==> src/rtl/fdsti_sched_table.sv <==
// Entry table and issue stage feeding the FDSTI minimum-compare tree.
// Holds pending FDSTI/FDSSI entries and issues the tree winner over valid/ready.
module fdsti_sched_table #(
  parameter int N_ENTRY       = 8,
  parameter int I_FDSTI_WIDTH = 28,
  parameter int I_FDSSI_WIDTH = 12
) (
  input  logic                               clk,
  input  logic                               rst_n,
  input  logic                               wr_en,
  input  logic [I_FDSTI_WIDTH-1:0]           wr_fdsti,
  input  logic [I_FDSSI_WIDTH-1:0]           wr_fdssi,
  input  logic                               wr_wt,
  input  logic                               rel_en,
  input  logic [I_FDSSI_WIDTH-1:0]           rel_fdssi,
  output logic [N_ENTRY-1:0]                 valid,
  output logic [N_ENTRY-1:0]                 wt,
  output logic [I_FDSTI_WIDTH*N_ENTRY-1:0]   FDSTI,
  output logic [I_FDSSI_WIDTH*N_ENTRY-1:0]   FDSSI,
  input  logic                               tree_valid,
  input  logic [I_FDSTI_WIDTH-1:0]           tree_fdsti,
  input  logic [I_FDSSI_WIDTH-1:0]           tree_fdssi,
  output logic                               iss_valid,
  input  logic                               iss_ready,
  output logic [I_FDSTI_WIDTH-1:0]           iss_fdsti,
  output logic [I_FDSSI_WIDTH-1:0]           iss_fdssi,
  output logic                               full,
  output logic [$clog2(N_ENTRY):0]           count,
  output logic                               err_ovf,
  output logic                               err_dup
);

  localparam int CW = $clog2(N_ENTRY) + 1;
  localparam int TW = I_FDSTI_WIDTH;
  localparam int SW = I_FDSSI_WIDTH;
  localparam logic [N_ENTRY-1:0] ONE_HOT0 = {{(N_ENTRY-1){1'b0}}, 1'b1};

  typedef enum logic {IDLE, HOLD} state_t;

  logic [N_ENTRY-1:0] v_q, v_d;
  logic [N_ENTRY-1:0] w_q, w_d;
  logic [N_ENTRY-1:0] inf_q, inf_d;
  logic [TW-1:0]      fdsti_q [N_ENTRY];
  logic [TW-1:0]      fdsti_d [N_ENTRY];
  logic [SW-1:0]      fdssi_q [N_ENTRY];
  logic [SW-1:0]      fdssi_d [N_ENTRY];

  state_t             state_q;
  logic               issValid_q;
  logic [TW-1:0]      issFdsti_q;
  logic [SW-1:0]      issFdssi_q;
  logic               errOvf_q;
  logic               errDup_q;

  logic [N_ENTRY-1:0] dupHit;
  logic [N_ENTRY-1:0] relHit;
  logic [N_ENTRY-1:0] winHit;
  logic [N_ENTRY-1:0] allocOh;
  logic [CW-1:0]      occupancy;
  logic               isFull;
  logic               doWrite;
  logic               doCapture;
  logic               doRetire;

  // Identifier matches against registered entry state only.
  always_comb begin
    dupHit = '0;
    relHit = '0;
    winHit = '0;
    for (int i = 0; i < N_ENTRY; i++) begin
      dupHit[i] = v_q[i] && (fdssi_q[i] == wr_fdssi);
      relHit[i] = rel_en && v_q[i] && !inf_q[i] && (fdssi_q[i] == rel_fdssi);
      winHit[i] = v_q[i] && (fdssi_q[i] == tree_fdssi);
    end
  end

  always_comb begin
    occupancy = '0;
    for (int i = 0; i < N_ENTRY; i++) begin
      occupancy = occupancy + CW'(v_q[i]);
    end
  end

  // Lowest clear bit of v_q; all-zero when the table is full.
  assign allocOh   = ~v_q & (v_q + ONE_HOT0);
  assign isFull    = (occupancy == CW'(N_ENTRY));
  assign doWrite   = wr_en && !isFull && !(|dupHit);
  assign doCapture = (state_q == IDLE) && tree_valid && (|winHit);
  assign doRetire  = (state_q == HOLD) && iss_ready;

  always_comb begin
    v_d     = v_q;
    w_d     = w_q;
    inf_d   = inf_q;
    fdsti_d = fdsti_q;
    fdssi_d = fdssi_q;
    if (doRetire) begin
      v_d   = v_q & ~inf_q;
      w_d   = w_q & ~inf_q;
      inf_d = '0;
    end
    w_d = w_d & ~relHit;
    if (doCapture) begin
      inf_d = inf_d | winHit;
    end
    if (doWrite) begin
      for (int i = 0; i < N_ENTRY; i++) begin
        if (allocOh[i]) begin
          v_d[i]     = 1'b1;
          w_d[i]     = wr_wt;
          inf_d[i]   = 1'b0;
          fdsti_d[i] = wr_fdsti;
          fdssi_d[i] = wr_fdssi;
        end
      end
    end
  end

  always_ff @(posedge clk or negedge rst_n) begin
    if (!rst_n) begin
      v_q      <= '0;
      w_q      <= '0;
      inf_q    <= '0;
      errOvf_q <= 1'b0;
      errDup_q <= 1'b0;
      for (int i = 0; i < N_ENTRY; i++) begin
        fdsti_q[i] <= '0;
        fdssi_q[i] <= '0;
      end
    end else begin
      v_q      <= v_d;
      w_q      <= w_d;
      inf_q    <= inf_d;
      errOvf_q <= wr_en && isFull;
      errDup_q <= wr_en && !isFull && (|dupHit);
      for (int i = 0; i < N_ENTRY; i++) begin
        fdsti_q[i] <= fdsti_d[i];
        fdssi_q[i] <= fdssi_d[i];
      end
    end
  end

  // Issue FSM: the issue registers only load on capture, so they are frozen in HOLD.
  always_ff @(posedge clk or negedge rst_n) begin
    if (!rst_n) begin
      state_q    <= IDLE;
      issValid_q <= 1'b0;
      issFdsti_q <= '0;
      issFdssi_q <= '0;
    end else begin
      case (state_q)
        IDLE: begin
          if (doCapture) begin
            issFdsti_q <= tree_fdsti;
            issFdssi_q <= tree_fdssi;
            issValid_q <= 1'b1;
            state_q    <= HOLD;
          end
        end
        HOLD: begin
          if (iss_ready) begin
            issValid_q <= 1'b0;
            state_q    <= IDLE;
          end
        end
        default: begin
          issValid_q <= 1'b0;
          state_q    <= IDLE;
        end
      endcase
    end
  end

  always_comb begin
    FDSTI = '0;
    FDSSI = '0;
    for (int i = 0; i < N_ENTRY; i++) begin
      FDSTI[i*TW +: TW] = fdsti_q[i];
      FDSSI[i*SW +: SW] = fdssi_q[i];
    end
  end

  assign valid     = v_q;
  assign wt        = w_q | inf_q;
  assign iss_valid = issValid_q;
  assign iss_fdsti = issFdsti_q;
  assign iss_fdssi = issFdssi_q;
  assign full      = isFull;
  assign count     = occupancy;
  assign err_ovf   = errOvf_q;
  assign err_dup   = errDup_q;

endmodule

==> config.mk <==
export PLATFORM = sky130hd
export DESIGN_NAME = fdsti_sched_table
export DESIGN_NICKNAME = d
export VERILOG_FILES = /design/src/rtl/fdsti_sched_table.sv
export SDC_FILE = /design/constraint.sdc
export NUM_CORES = 1
export LEC_CHECK = 0
export CAP_MARGIN = 20
export CORE_UTILIZATION = 42
export DETAILED_ROUTE_END_ITERATION = 8
export PLACE_DENSITY = 0.71
export SLEW_MARGIN = 20
export SYNTH_ARGS = -nofsm -noshare
export SYNTH_HDL_FRONTEND = slang
export SYNTH_SLANG_ARGS = --single-unit
==> constraint.sdc <==
create_clock -name clk -period 5.7 [get_ports clk]
set_clock_uncertainty 0.05 [all_clocks]
set_input_delay 1.71 -clock clk [delete_from_list [all_inputs] [get_ports clk]]
set_output_delay 1.71 -clock clk [all_outputs]
set_load 0.005 [all_outputs]
==> results of run 1 <==
-- power by group through the flow --
| stage | Sequential, mW | Clock (mW) | Combinational (mW) |
|---|---|---|---|
| after floorplan | 5.15 | 0 | 2.96 |
| after global placement | 5.28 | 0 | 6.79 |
| after detailed placement | 5.34 | 0 | 6.88 |
| after CTS | 5.32 | 2.83 | 6.95 |
| after global routing | 5.51 | 2.93 | 7.37 |
| final | 5.34 | 2.77 | 6.88 |
-- critical path, stage by stage, from the launching register on --
cell and delay (ns):
dfrtp_1 0.40, fa_1 0.57, inv_1 0.07, fa_1 0.49, fa_2 0.61, inv_2 0.06, ha_4 0.16, fa_1 0.48
buf_4 0.15, dlygate4sd2_1 0.25
-- logic make-up after synthesis --
logic type	after synthesis	synth area share, %
DFF	388	52.52
muxes	368	23.19
xor gates and xnor gates	289	13.69
and+or+nand+nor	187	5.780
buffers and inverters	103	3.140
AOI/OAI and AO/OA	26	0.9069
adders and majority gates	9	0.7716
-- state kept, by name, indices dropped and copies added (netlist names) --
| name | count |
|---|---|
| valid | 8 |
| w_q | 8 |
| iss_valid | 1 |
| err_dup | 1 |
| iss_fdssi | 12 |
| err_ovf | 1 |
| FDSTI | 224 |
| FDSSI | 96 |
| state_q | 1 |
| inf_q | 8 |
| iss_fdsti | 28 |
-- layout by cell type (no fill, tap or decap), drive strengths merged, types with 4 or more instances in the layout --
cell           instances
nor4                  43
fa                     4
or2                    8
mux2                 368
nor3                   4
ha                     5
clkinv                 6
nand3                 17
nor2                   7
xor2                  65
dfrtp                388
a22oi                  4
clkdlybuf4s50        478
inv                   13
a21boi                 4
nand2                 51
nand4                 46
a21oi                 11
xnor2                224
buf                   60
a21o                   7
clkbuf                67
-- routing by layer --
| layer | GRT usage (%) | wire length (µm) | share of wire, % | vias to the layer above |
|---|---|---|---|---|
| met5 | 0 | 0 | 0 | - |
| met4 | 9.245 | 1794 | 2.9 | 0 |
| met3 | 7.758 | 5645 | 9.1 | 112 |
| met2 | 45.75 | 29770 | 48 | 561 |
| met1 | 35.88 | 25030 | 40 | 6735 |
| li1 | - | - | - | 5718 |
-- synthesized netlist by cell type (3+ instances only) --
master    number  share of area (%)
buf_6          9               0.55
mux2_1         9               0.55
xor2_1        65                3.1
xnor2_1      224                 11
nand3_1       17               0.46
nor3_1         3              0.081
buf_1          6               0.12
nor2_1         6               0.12
mux2_2       321                 20
buf_2         35               0.95
buf_4         19               0.77
inv_1         12               0.24
a21oi_1       11               0.30
ha_1           5               0.34
mux2_4        38                3.1
or2_2          8               0.27
dfrtp_1      388                 53
nand4_1       46                1.6
nor4_4         3               0.35
a21o_1         7               0.28
a22oi_1        4               0.16
nor4_1        38                1.3
a21boi_0       3               0.12
fa_1           4               0.43
nand2_1       50                1.0
clkbuf_1      21               0.43
-- area by class of cell --
cell class / instances / area (µm²)
Fill cell: 3517 / 17650
Sequential cell: 388 / 9709
Multi-Input combinational cell: 879 / 8240
Timing Repair Buffer: 540 / 5483
Clock buffer: 67 / 1296
Tap cell: 585 / 732.0
Clock inverter: 10 / 106.4
Inverter: 12 / 45.04
-- worst min-delay path by stage --
stage	end	cells past startpoint	slack (ns)	startpoint
after floorplan	iss_valid$_DFFE_PN0P_	1	0.42	iss_valid$_DFFE_PN0P_
after global placement	iss_valid$_DFFE_PN0P_	1	0.41	iss_valid$_DFFE_PN0P_
after detailed placement	FDSTI[192]$_DFFE_PN0P_	1	0.43	FDSTI[192]$_DFFE_PN0P_
after CTS	FDSTI[196]$_DFFE_PN0P_	1	0.44	FDSTI[196]$_DFFE_PN0P_
after global routing	FDSTI[196]$_DFFE_PN0P_	1	0.44	FDSTI[196]$_DFFE_PN0P_
final	FDSTI[196]$_DFFE_PN0P_	1	0.43	FDSTI[196]$_DFFE_PN0P_
-- what timing repair did --
action / 4_1_cts / 5_1_grt
setup endpoints to repair: 3 / 0
resized for setup: 10 / 0
setup buffers: 1 / 0
-- metrics by stage --
| step | util, % | setup WS [ns] | hold slack (ns) | instances | power (mW) |
|---|---|---|---|---|---|
| 3_5_place_dp | 55.92 | 0.2620 | 0.4261 | 2403 | 12.21 |
| 2_1_floorplan | - | 0.8723 | 0.4240 | 1370 | 8.103 |
| 5_1_grt | 59.20 | 0.02560 | 0.4442 | 2481 | 15.81 |
| 4_1_cts | 59.20 | 0.09424 | 0.4390 | 2481 | 15.10 |
| 6_report | 59.20 | 0.1493 | 0.4342 | 2481 | 15.00 |
| 3_3_place_gp | 55.92 | 0.2120 | 0.4150 | 2403 | 12.08 |
==> impl_results.md, run 1 <==
* Vias in the first global route at around 14000
* Clock buffer depth at 3
* Slew Viols, Final at 0
* Crit path time final at 5.551 ns
* Sequential power share at 35.6%
* Worst path required time at 3.94 ns
* CTS clk-pin slew, worst paths at 0.06 ns
* PortBufs at 482
* Via count at between 10000 and 15000
* FF-to-FF setup slack at 0.69 ns
* Worst IR Drop VDD at 611.7 µV
* Number of synthesized flops with an enable pin at 0
* R2R cell count at 15
* CTS Hold Buffers Added at 0
* Share of layout cells above drive strength 1 at 26.79%
* Worst setup startpoint: valid[1]$_DFF_PN0_
* Cell Rows at 76
* Mapped cell area at 18490 µm²
* RR Endpoint: FDSSI[60]$_DFFE_PN0P_
* Register area share after synthesis at a little over half
* R2R Path Start: valid[1]$_DFF_PN0_
* Tot GR Track Use at 28.03%
* Die width at 211.8 µm
* Remaining DRCs at 0
* WL per Instance at 25.09 µm
* Distinct cells, synth at 38
* Setup TNS at 0 ns
* Cell Area, Placed at 24190 µm²
* Leak Pwr at ~11 nW
* Die area at 44860 µm²
* HPWL Detailed at 43630 µm
* Cell Int Power at just over 10 mW
* Setup CP Type: flip-flop to output pin
* Switching pwr at 4.877 mW
* Clock power share at 18.5%
* Largest net degree at the start of global routing at between 100 and 150
* Final setup vio count at 0
* CTS Root Cell: clkbuf_16
* CTS tree: done
* Drt pass-1 iters at 5
* Worst Path Max Fanout at 2
* I/O Pins at 483
* Max Cap Viol at 0
* Worst setup SP type: flip-flop
* Worst Setup EP: count[1]
* Fmax at 180.2 MHz
* Final Wtd Congestion at between 0.9 and 1
* Core Area at 43270 µm²
* Layout Nets at 1971
* DRT Wirelength at 62240 µm
* Worst-Margin Slew at 0.9364 ns
* Clock Sinks at 388
* Initial Util at 42.73%
* Crit share post-route at a little over nine tenths
* Syn-to-layout area delta at 38.55%
* Initial DRC Count at 819
* CP Capture Type: output pin
* Final Cell Area at 25610 µm²
* Pwr/cell area at 585.6 nW/µm²
* # diodes at 0
* CTS buffer count at 42
* Sw Ratio at 32.52%
* Worst Hold Class: flip-flop to flip-flop
* Ys flop type: dfrtp_1
* Post-synth ARST share at 100.0%
* Net Count, Synth at 1478
* Grt total ovfl at 0
* Final hold violations at 0
* Syn. warnings at 0
* Combinational power share at between 40% and 50%
* Clock Latency Late Sink at 0.56 ns
* Synthesis-stage register bit count at about 390
* Die height at 211.8 µm
* Initial antenna violation count at 0
* Relative slew slack at 37.38%
* Syn Area/Cell at 13.49 µm²
* WP data arrival at 3.79 ns
* RSZ-0062 raised after global routing: no
* Post-Syn Instances at ~1400
* Vias per cell at 5.291
* Status: completed
* H-tree levels at 2
* Detail Route Antenna Nets at 0
* First-pass GRT wire length at 93010 µm
(Power assumes the default switching activity.)
==> inputs of run 2 (changes only) <==
--- a/config.mk
+++ b/config.mk
@@ -8,7 +8,8 @@
 export CAP_MARGIN = 20
 export CORE_UTILIZATION = 42
 export DETAILED_ROUTE_END_ITERATION = 8
-export PLACE_DENSITY = 0.71
+export PLACE_DENSITY = 0.68
+export SKIP_CTS_REPAIR_TIMING = 1
 export SLEW_MARGIN = 20
 export SYNTH_ARGS = -nofsm -noshare
 export SYNTH_HDL_FRONTEND = slang
==> run 2 against run 1 <==
  * Cell count rose by 0.28%
  * Global-route usage fell by 0.21 points
  * Via count is 0.81% higher
  * Non-clock buffer count grew 2
  * Combinational power rose by 0.7%
  * Die area did not move
  * Critical path type unchanged
  * Largest cell class unchanged
  * Largest power group unchanged
==> impl_results.md, run 2 (synthesis results as in run 1) <==
* I/O Pins at 483 (unchanged)
* Combinational power share at 45.7% (was 45.9%)
* Clock buffer depth at 3 (unchanged)
* Worst Path Max Fanout at 3 (was 2)
* HPWL Detailed at 43760 µm (was 43630 µm)
* WL per Instance at 24.90 µm (was 25.09 µm)
* Vias per cell at 5.318 (was 5.291)
* Initial DRC Count at 910 (was 819)
* Core Area at 43270 µm² (unchanged)
* Vias in the first global route at 13746 (was 14054)
* CTS Root Cell: clkbuf_16 (unchanged)
* Detail Route Antenna Nets at 0 (unchanged)
* Crit share post-route at 97.02% (was 97.38%)
* Worst path required time at 3.94 ns (about the same)
* Crit path time final at 5.530 ns (was 5.551 ns)
* Sw Ratio at 32.89% (was 32.52%)
* Clock power share at 19.1% (was 18.5%)
* Worst setup startpoint: valid[0]$_DFF_PN0_ (was valid[1]$_DFF_PN0_)
* Most common cell after layout, fill and taps aside: clkdlybuf4s50_1 (unchanged)
* Setup TNS at 0 ns (unchanged)
* R2R cell count at 14 (was 15)
* Cell Count, Final, Fillers Out at 2488 (was 2481)
* Worst setup SP type: flip-flop (unchanged)
* Tot GR Track Use at 27.82% (was 28.03%)
* Initial antenna violation count at 1 (was 0)
* Worst Setup EP: full (was count[1])
* Final hold violations at 0 (unchanged)
* Switching pwr at 4.986 mW (was 4.877 mW)
* Cell Area, Placed at 24220 µm² (was 24190 µm²)
* Die height at 211.8 µm (unchanged)
* Pwr/cell area at 588.9 nW/µm² (was 585.6 nW/µm²)
* Grt total ovfl at 0 (unchanged)
* Worst-Margin Slew at 0.9425 ns (was 0.9364 ns)
* Fin util at 59.50% (was 59.20%)
* H-tree levels at 2 (unchanged)
* Clock Latency Late Sink at 0.58 ns (was 0.56 ns)
* Initial Util at 42.73% (unchanged)
* Final Wtd Congestion at 0.9419 (was 0.9438)
* Worst Hold Class: flip-flop to flip-flop (unchanged)
* Pre-CTS worst setup slack at 0.2951 ns (was 0.2620 ns)
* # diodes at 0 (unchanged)
* Die area at 44860 µm² (unchanged)
* Remaining DRCs at 0 (unchanged)
* Fillers at 3471 (was 3517)
* Register area at 9709 µm² (unchanged)
* FF-to-FF setup slack at 0.70 ns (was 0.69 ns)
* Via count at 13232 (was 13126)
* PortBufs at 482 (unchanged)
* RR Endpoint: FDSSI[68]$_DFFE_PN0P_ (was FDSSI[60]$_DFFE_PN0P_)
* Cell Rows at 76 (unchanged)
* Cell Int Power at 10.18 mW (was 10.12 mW)
* Clock Sinks at 388 (unchanged)
* CP Capture Type: output pin (unchanged)
* Share of layout cells above drive strength 1 at 27.12% (was 26.79%)
* Largest net degree at the start of global routing at 114 (was 105)
* PnR worst setup slack at 0.1699 ns (was 0.1493 ns)
* Final Cell Area at 25740 µm² (was 25610 µm²)
* Footprint of the multi-input gates at 8240 µm² (unchanged)
* Cells after DPL at 2405 (was 2403)
* Leak Pwr at 10.74 nW (was 10.64 nW)
* Drt pass-1 iters at 5 (unchanged)
* Relative slew slack at 37.16% (was 37.38%)
* Max Cap Viol at 0 (unchanged)
* R2R Path Start: valid[0]$_DFF_PN0_ (was valid[1]$_DFF_PN0_)
* CTS buffer count at 44 (was 42)
* Layout Nets at 1975 (was 1971)
* Final setup vio count at 0 (unchanged)
* Die width at 211.8 µm (unchanged)
* CTS clk-pin slew, worst paths at 0.06 ns (about the same)
* Status: completed (unchanged)
* Most frequent cells in the layout: clkdlybuf4s50_1, dfrtp_1, mux2_2, xnor2_1, xor2_1 (unchanged)
* Fmax at 180.8 MHz (was 180.2 MHz)
* First-pass GRT wire length at 91950 µm (was 93010 µm)
* Syn-to-layout area delta at 39.26% (was 38.55%)
* Worst IR Drop VDD at 491.0 µV (was 611.7 µV)
* CTS tree: done (unchanged)
* Sequential power share at 35.2% (was 35.6%)
* RSZ-0062 raised after global routing: no (unchanged)
* Slew Viols, Final at 0 (unchanged)
* Setup CP Type: flip-flop to output pin (unchanged)
* DRT Wirelength at 61950 µm (was 62240 µm)
* Max reg flops at 224 (unchanged)
* WP data arrival at 3.77 ns (was 3.79 ns)
==> run 2: worst min-delay path by stage <==
| stage | startpoint | end | slack [ns] | cells past startpoint |
|---|---|---|---|---|
| after global placement | iss_valid$_DFFE_PN0P_ | iss_valid$_DFFE_PN0P_ | 0.41 | 1 |
| final | FDSTI[192]$_DFFE_PN0P_ | FDSTI[192]$_DFFE_PN0P_ | 0.44 | 1 |
| after global routing | FDSTI[192]$_DFFE_PN0P_ | FDSTI[192]$_DFFE_PN0P_ | 0.46 | 1 |
| after floorplan | iss_valid$_DFFE_PN0P_ | iss_valid$_DFFE_PN0P_ | 0.42 | 1 |
| after CTS | FDSTI[192]$_DFFE_PN0P_ | FDSTI[192]$_DFFE_PN0P_ | 0.44 | 1 |
| after detailed placement | FDSTI[111]$_DFFE_PN0P_ | FDSTI[111]$_DFFE_PN0P_ | 0.43 | 1 |
==> run 2: area by class of cell <==
class	instances	share of cell area, %
Clock inverter	21	0.9185
Inverter	12	0.1750
Sequential cell	388	37.71
Timing Repair Buffer	542	21.46
Clock buffer	61	4.879
Tap cell	585	2.843
Multi-Input combinational cell	879	32.01
==> run 2: power groups by stage <==
stage          Sequential [mW]  Clock [mW]  Combinational [mW]
3_3_place_gp              5.29           0                6.83
3_5_place_dp              5.33           0                6.90
5_1_grt                   5.50        3.07                7.41
6_report                  5.34        2.90                6.93
4_1_cts                   5.32        2.96                6.95
2_1_floorplan             5.15           0                2.96
==> run 2: layer usage <==
metal | track usage, % | wire, µm
met4 | 8.896 | 1721
met2 | 44.90 | 29230
met5 | 0 | 0
met1 | 36.01 | 25400
met3 | 7.892 | 5595
==> run 2: metrics by stage <==
stage	hold WS, ns	power [mW]
after floorplan	0.4240	8.103
after global placement	0.4137	12.12
after detailed placement	0.4250	12.23
after CTS	0.4402	15.23
after global routing	0.4596	15.98
final	0.4367	15.16
==> run 2: worst max-delay path, stage by stage, from the launching register on <==
cell            delay (ns)
dfrtp_1               0.40
fa_1                  0.55
inv_1                 0.05
fa_1                  0.45
fa_1                  0.50
inv_1                 0.05
ha_1                  0.21
fa_1                  0.50
nor2_1                0.12
and3_4                0.23
dlymetal6s2s_1        0.13
